File: src/rtl/fetch_ctrl.sv
// rtl/fetch_ctrl.sv - instruction-fetch sequencer: PC register, single-outstanding imem request, IF/ID buffer
module fetch_ctrl #(
    parameter logic [31:0] RESET_PC  = 32'h0000_0000,
    parameter logic [31:0] NOP_INSTR = 32'h0000_0013
) (
    input  logic        clk,
    input  logic        rst,
    input  logic        redirect_valid,
    input  logic [31:0] redirect_addr,
    input  logic        stall,
    output logic        imem_req_valid,
    output logic [31:0] imem_req_addr,
    input  logic        imem_req_ready,
    input  logic        imem_rsp_valid,
    input  logic [31:0] imem_rsp_data,
    output logic        imem_rsp_ready,
    output logic        if_valid,
    output logic [31:0] if_pc,
    output logic [31:0] if_instr,
    output logic        flush_ifid,
    output logic [31:0] pc
);

    typedef enum logic [1:0] {
        IDLE = 2'd0,
        REQ  = 2'd1,
        WAIT = 2'd2,
        DROP = 2'd3
    } state_t;

    state_t      state;
    state_t      state_next;
    logic [31:0] pc_next;
    logic        req_hs;
    logic        rsp_hs;
    logic        load;
    logic        consume;
    logic        unused_addr_bits;

    // Fetch addresses are word aligned; the low redirect bits carry no meaning here.
    assign unused_addr_bits = ^redirect_addr[1:0];

    always_comb begin
        state_next     = state;
        pc_next        = pc;
        imem_req_valid = (state == REQ);
        imem_req_addr  = pc;
        imem_rsp_ready = 1'b0;
        flush_ifid     = redirect_valid;

        case (state)
            WAIT:    imem_rsp_ready = !if_valid || !stall;
            DROP:    imem_rsp_ready = 1'b1;
            default: imem_rsp_ready = 1'b0;
        endcase

        req_hs  = imem_req_valid && imem_req_ready;
        rsp_hs  = imem_rsp_valid && imem_rsp_ready;
        load    = (state == WAIT) && rsp_hs && !redirect_valid;
        consume = if_valid && !stall;

        case (state)
            IDLE: state_next = REQ;
            REQ: begin
                if (req_hs) begin
                    // A redirect racing an accepted request leaves a stale response to drain.
                    state_next = redirect_valid ? DROP : WAIT;
                end
            end
            WAIT: begin
                if (rsp_hs) begin
                    state_next = REQ;
                end else if (redirect_valid) begin
                    state_next = DROP;
                end
            end
            DROP: begin
                if (rsp_hs) begin
                    state_next = REQ;
                end
            end
            default: state_next = IDLE;
        endcase

        if (redirect_valid) begin
            pc_next = {redirect_addr[31:2], 2'b00};
        end else if (load) begin
            pc_next = pc + 32'd4;
        end
    end

    always_ff @(posedge clk) begin
        if (rst) begin
            state    <= IDLE;
            pc       <= RESET_PC;
            if_valid <= 1'b0;
            if_pc    <= 32'h0000_0000;
            if_instr <= NOP_INSTR;
        end else begin
            state <= state_next;
            pc    <= pc_next;
            // Redirect outranks stall: a wrong-path instruction never survives in IF/ID.
            if (redirect_valid) begin
                if_valid <= 1'b0;
            end else if (load) begin
                if_valid <= 1'b1;
                if_pc    <= pc;
                if_instr <= imem_rsp_data;
            end else if (consume) begin
                if_valid <= 1'b0;
            end
        end
    end

endmodule

File: config.mk
export PLATFORM = sky130hd
export DESIGN_NAME = fetch_ctrl
export DESIGN_NICKNAME = d
export VERILOG_FILES = /design/src/rtl/fetch_ctrl.sv
export SDC_FILE = /design/constraint.sdc
export NUM_CORES = 1
export LEC_CHECK = 0
export CORE_MARGIN = 4
export CORE_UTILIZATION = 44
export DETAILED_ROUTE_END_ITERATION = 8
export DONT_BUFFER_PORTS = 1
export MAX_ROUTING_LAYER = met4
export SLEW_MARGIN = 10
export SYNTH_ARGS = -nofsm -noshare
export SYNTH_HDL_FRONTEND = slang
export SYNTH_SLANG_ARGS = --single-unit
export TNS_END_PERCENT = 10
File: constraint.sdc
create_clock -name clk -period 4.4 [get_ports clk]
set_clock_uncertainty 0.05 [all_clocks]
set_input_delay 0.66 -clock clk [delete_from_list [all_inputs] [get_ports clk]]
set_output_delay 0.66 -clock clk [all_outputs]
set_load 0.02 [all_outputs]
== Word level (Yosys, flattened, before mapping) ==
Index checks and enable logic that the tools add are counted.
Storage, ports and cells
  memory bits (writable): 0
  bits of input ports: 70
  ROM bits: 0
  latch bits: 0
  bits in registers: 99
  memories: 0
  output and inout bits: 132
Cells by class
  equal/unequal tests: 6
  multiply operators: 0
  div/mod/pow operators: 0
  bitwise gates (word level): 1
  shift-type cells: 0
  muxes and demuxes: 11
  $add $sub $neg: 1
  reductions and logical operators: 15
  magnitude comparators: 0
Operators with widths (number)
  $mux 32: 2
  $add 32x3->32 const B: 1
  $mux 2: 4
  $pmux 2 s4: 1
  $logic_and 1x1->1: 5
  $eq 2x2->1 const B: 2
  $reduce_bool 2->1: 2
  $logic_not 1->1: 3
  $mux 1: 3
  $ne 3x3->1 const B: 1
  $reduce_and 3->1: 1
  $eq 2x1->1 const B: 1
  $logic_not 2->1: 1
  $ne 2x1->1 const B: 1
  $ne 2x2->1 const B: 1
  $pmux 1 s2: 1
  $reduce_and 2->1: 1
  $reduce_or 2->1: 1
  $logic_or 1x1->1: 1
  $not 1->1: 1

== Depth between registers and ports, before layout ==
  depth after elaboration: 8
  depth in mapped cells: 9
  depth with buffers taken out: 7

== Least setup slack after synthesis ==
OpenSTA, ideal clock, no wires.
  path type: in2reg
  start: in stall
  end: reg pc[19], in the netlist imem_req_addr[19]
  arrival: 1.967 ns
  setup time: 0.091 ns
  path slack: 2.292 ns
  required time: 4.259 ns
  stages: 6
  path buffers: 2
  cell sequence: and3b_1 buf_6 or3_4 buf_6 or3_1 a311oi_1
Between the ends
  cells in the longest elaborated chain, start to end: 7
Ends and longest elaborated chain
  start, declared: line 10  | input logic stall,
  $logic_not 1->1: line 52  | WAIT: imem_rsp_ready = !if_valid || !stall;
  $logic_or 1x1->1: line 52
  $pmux 1 s2: line 51  | case (state)
  $logic_and 1x1->1: line 58  | rsp_hs = imem_rsp_valid && imem_rsp_ready;
  $logic_and 1x1->1 (2 in a row): line 59  | load = (state == WAIT) && rsp_hs && !redirect_valid;
  $reduce_bool 2->1 (no source line)
  end signal, assigned: line 101  | pc <= pc_next;
  end, declared: line 21  | output logic [31:0] pc
Every way passes these cells.
A chain may end at the register's enable or synchronous reset.

== Worst setup path after layout ==
  start: reg state[0]
  end: reg if_pc[9]
Between the ends
  cells in the longest elaborated chain, start to end: 6
  elaborated cells between the ends (all ways): 7
  those cells by class: eq/ne (2); mux (1); reduce/logical (4)
Ends and longest elaborated chain
  start, declared: line 31  | state_t state;
  start signal, assigned: line 100  | state <= state_next;
  $eq 2x2->1, on equally long branches: line 51, 59
  $pmux 1 s2: line 51
  $logic_and 1x1->1: line 58
  $logic_and 1x1->1 * (2 in a row): line 59
  $reduce_and 2->1 (no source line) *
  end signal, assigned: line 107  | if_pc <= pc;
  end, declared: line 18  | output logic [31:0] if_pc,
Mark *: on every way between the ends. The rest lies on a longest branch, timed or not.

==> flow_metrics.env <==
export IMPL_status="finished, final reports clean"
export IMPL_gr_usage_met1=0.236
export IMPL_cts_hold_buffers_added=0
export IMPL_port_buffers=0
export IMPL_critPathTopFamily="simple AND/OR/NAND/NOR gates"
export IMPL_setup_tns_ps=0
export IMPL_relSlewSlack=0.378
export IMPL_grt_pass1_wl_um=17600
export IMPL_worst_setup_path_end_kind="flop"
export IMPL_ctsLongestPathBuffers=2
export IMPL_area_growth_pct=0.606
export IMPL_rsz0062_at_grt="false"
export IMPL_cts_tree="done"
export IMPL_dpl_instance_area_sq_um=4130
export IMPL_period_minus_slack_ps=2780
export IMPL_gp_congestion=0.736
export IMPL_critical_path_class="flop to flop"
export IMPL_hold_viol=0
export IMPL_fp_dieH_um=107
export IMPL_cts_sinks=95
export IMPL_synth_compound_area_share=0.133
export IMPL_power_density_nw_per_um2=411
export IMPL_numPlacedInstances=610
export IMPL_wl_per_cell_um=17.6
export IMPL_start_kind="flop"
export IMPL_synth_xor_area_frac=0.0505
export IMPL_seq_area_sq_um=1900
export IMPL_grt_overflow=0
export IMPL_cp_depth=7
export IMPL_cp_data_arrival_time_ps=3010
export IMPL_stdcell_area_sq_um=4360
export IMPL_path_max_fanout=43
export IMPL_post_route_util=0.463
export IMPL_cts_clk_slew_worst_paths_ps=90
export IMPL_whs_path_depth=1
export IMPL_synth_yosys_warnings=0
export IMPL_diodes=0
export IMPL_grt_busiest_layer="met2"
export IMPL_drtAntennaViolNets=0
export IMPL_numCtsBuffers=9
export IMPL_drc_errors=0
export IMPL_cp_num_buf_inv=1
export IMPL_nNetsFinal=566
export IMPL_required_ps=4630
export IMPL_synthMuxAreaShare=0.0165
export IMPL_layout_drive_gt1_share=0.0624
export IMPL_vdd_drop_max_mv=0.174
export IMPL_synth_area_sq_um=4330
export IMPL_viasPerCell=5.49
export IMPL_slew_violations=0
export IMPL_synthCells=543
export IMPL_drt_total_wl_um=11000
export IMPL_tightestPinTransition_ps=930
export IMPL_grt_pass1_vias=3352
export IMPL_first_iter_violations=219
export IMPL_ys_seq_area_frac=0.439
export IMPL_grt_util_met3=0.0686
export IMPL_avgSynthCellArea_sq_um=7.98
export IMPL_grt_max_degree=97
export IMPL_met2_usage=0.312
export IMPL_initial_core_util=0.460
export IMPL_die_w_um=107
export IMPL_synth_top_family_by_area="simple AND/OR/NAND/NOR gates"
export IMPL_num_vias=3438
export IMPL_drv_cap=0
export IMPL_synth_edf_count=0
export IMPL_crit_chain="ha_1 -> nand3b_1 -> nand3_1 -> nor2_4 -> buf_4 -> nand2_1 -> a21oi_1"
export IMPL_setup_viol=0
export IMPL_ys_seq_elements=95
export IMPL_grt_use_total=0.194
export IMPL_root_buffer="clkbuf_8"
export IMPL_clk_latency_ps=350
export IMPL_std_cell_rows=35
export IMPL_fmax_mhz=360
export IMPL_synth_adder_area_share=0.0116
export IMPL_yosysUniqueCellTypes=41
export IMPL_synthFlopType="dfxtp_1"
export IMPL_cts_setup_buffers=0
export IMPL_critical_path_max_stage_delay_ps=820
export IMPL_cts_max_level=3
export IMPL_cpMaxStageDelayCell="nor2_4"
export IMPL_async_flop_share=0
export IMPL_nFillCells=970
export IMPL_core_area_sq_um=9420
export IMPL_worst_hold_path_type="primary input to flop"
export IMPL_rr_worst_depth=7
export IMPL_die_area_sq_um=11500
export IMPL_postCtsResizedCells=0
export IMPL_antenna_found_initial=0
export IMPL_p_leak_nw=1.42
export IMPL_io_pins=202
export IMPL_synth_simple_area_share=0.246
export IMPL_mostFrequentLayoutCells="147 x nand2_1, 95 x dfxtp_1, 67 x a21oi_1"
export IMPL_finalCritPeriodShare=0.631
export IMPL_drt_pre_antenna_iters=4
export IMPL_layout_commonest_cell="nand2_1"
export IMPL_dp_hpwl_um=7690
export IMPL_fin_cells=626
export IMPL_multiInputGateArea_sq_um=2010
## final timing paths
kind / start / endpoint / slack (ps)
setup / recovery: state[0]$_SDFFE_PP0P_ / if_pc[9]$_SDFFE_PP0P_ / 1620
hold reg to reg: state[0]$_SDFFE_PP0P_ / state[0]$_SDFFE_PP0P_ / 500
hold / removal: rst / if_instr[18]$_SDFFE_PP0P_ / 320
setup reg to reg: state[0]$_SDFFE_PP0P_ / if_pc[9]$_SDFFE_PP0P_ / 1620
## power breakdown
group / switching (mW) / internal (mW) / total, mW / leakage, nW
logic: 0.0835 / 0.0548 / 0.138 / 0.529
registers: 0.104 / 0.891 / 0.995 / 0.773
clock network: 0.302 / 0.354 / 0.656 / 0.113
total: 0.489 / 1.30 / 1.79 / 1.42
## cell usage after synthesis (8+ instances only)
library cell / number / area [sq um]
nor2_1: 24 / 90.1
nand3_1: 13 / 65.1
a211oi_1: 13 / 97.6
nand2_1: 147 / 552
xnor2_1: 20 / 175
a21oi_1: 67 / 335
buf_4: 37 / 278
nor4_1: 8 / 50.1
clkbuf_1: 27 / 101
dfxtp_1: 95 / 1900
## layout make-up
type                    count  area share
clock inverters             4      0.0175
inverters                   6     0.00517
well taps                 129      0.0370
repair buffers              4     0.00689
clock buffers              12      0.0356
flip-flops and latches     95       0.436
multi-input cells         376       0.462
## layer usage
metal | up-vias | share of wire
li1 | 1675 | -
met1 | 1611 | 0.41
met2 | 146 | 0.48
met3 | 6 | 0.095
met4 | 0 | 0.0077
met5 | - | 0
## sequential cells by signal (all words and copies together), names as in the netlist
| signal | count |
|---|---|
| if_instr | 32 |
| if_pc | 30 |
| imem_req_addr | 30 |
| state | 2 |
| if_valid | 1 |
## per-stage QoR
step / power, mW / hold slack, ps / setup WS (ps)
final: 1.79 / 324 / 1620
after detailed placement: 1.16 / 486 / 1570
after floorplan: 1.16 / 460 / 2290
after CTS: 1.81 / 293 / 1560
after global routing: 1.87 / 286 / 1250
after global placement: 1.15 / 470 / 1630
## cells by family after synthesis
family / count (synthesis)
adder cells (fa/ha/maj): 4
AO/OA/AOI/OAI: 101
multiplexers: 7
XOR/XNOR: 25
flip-flops: 95
buffers and inverters: 77
other: 1
AND/OR/NAND/NOR: 233
Note: power is estimated with default switching activity, not from simulation.
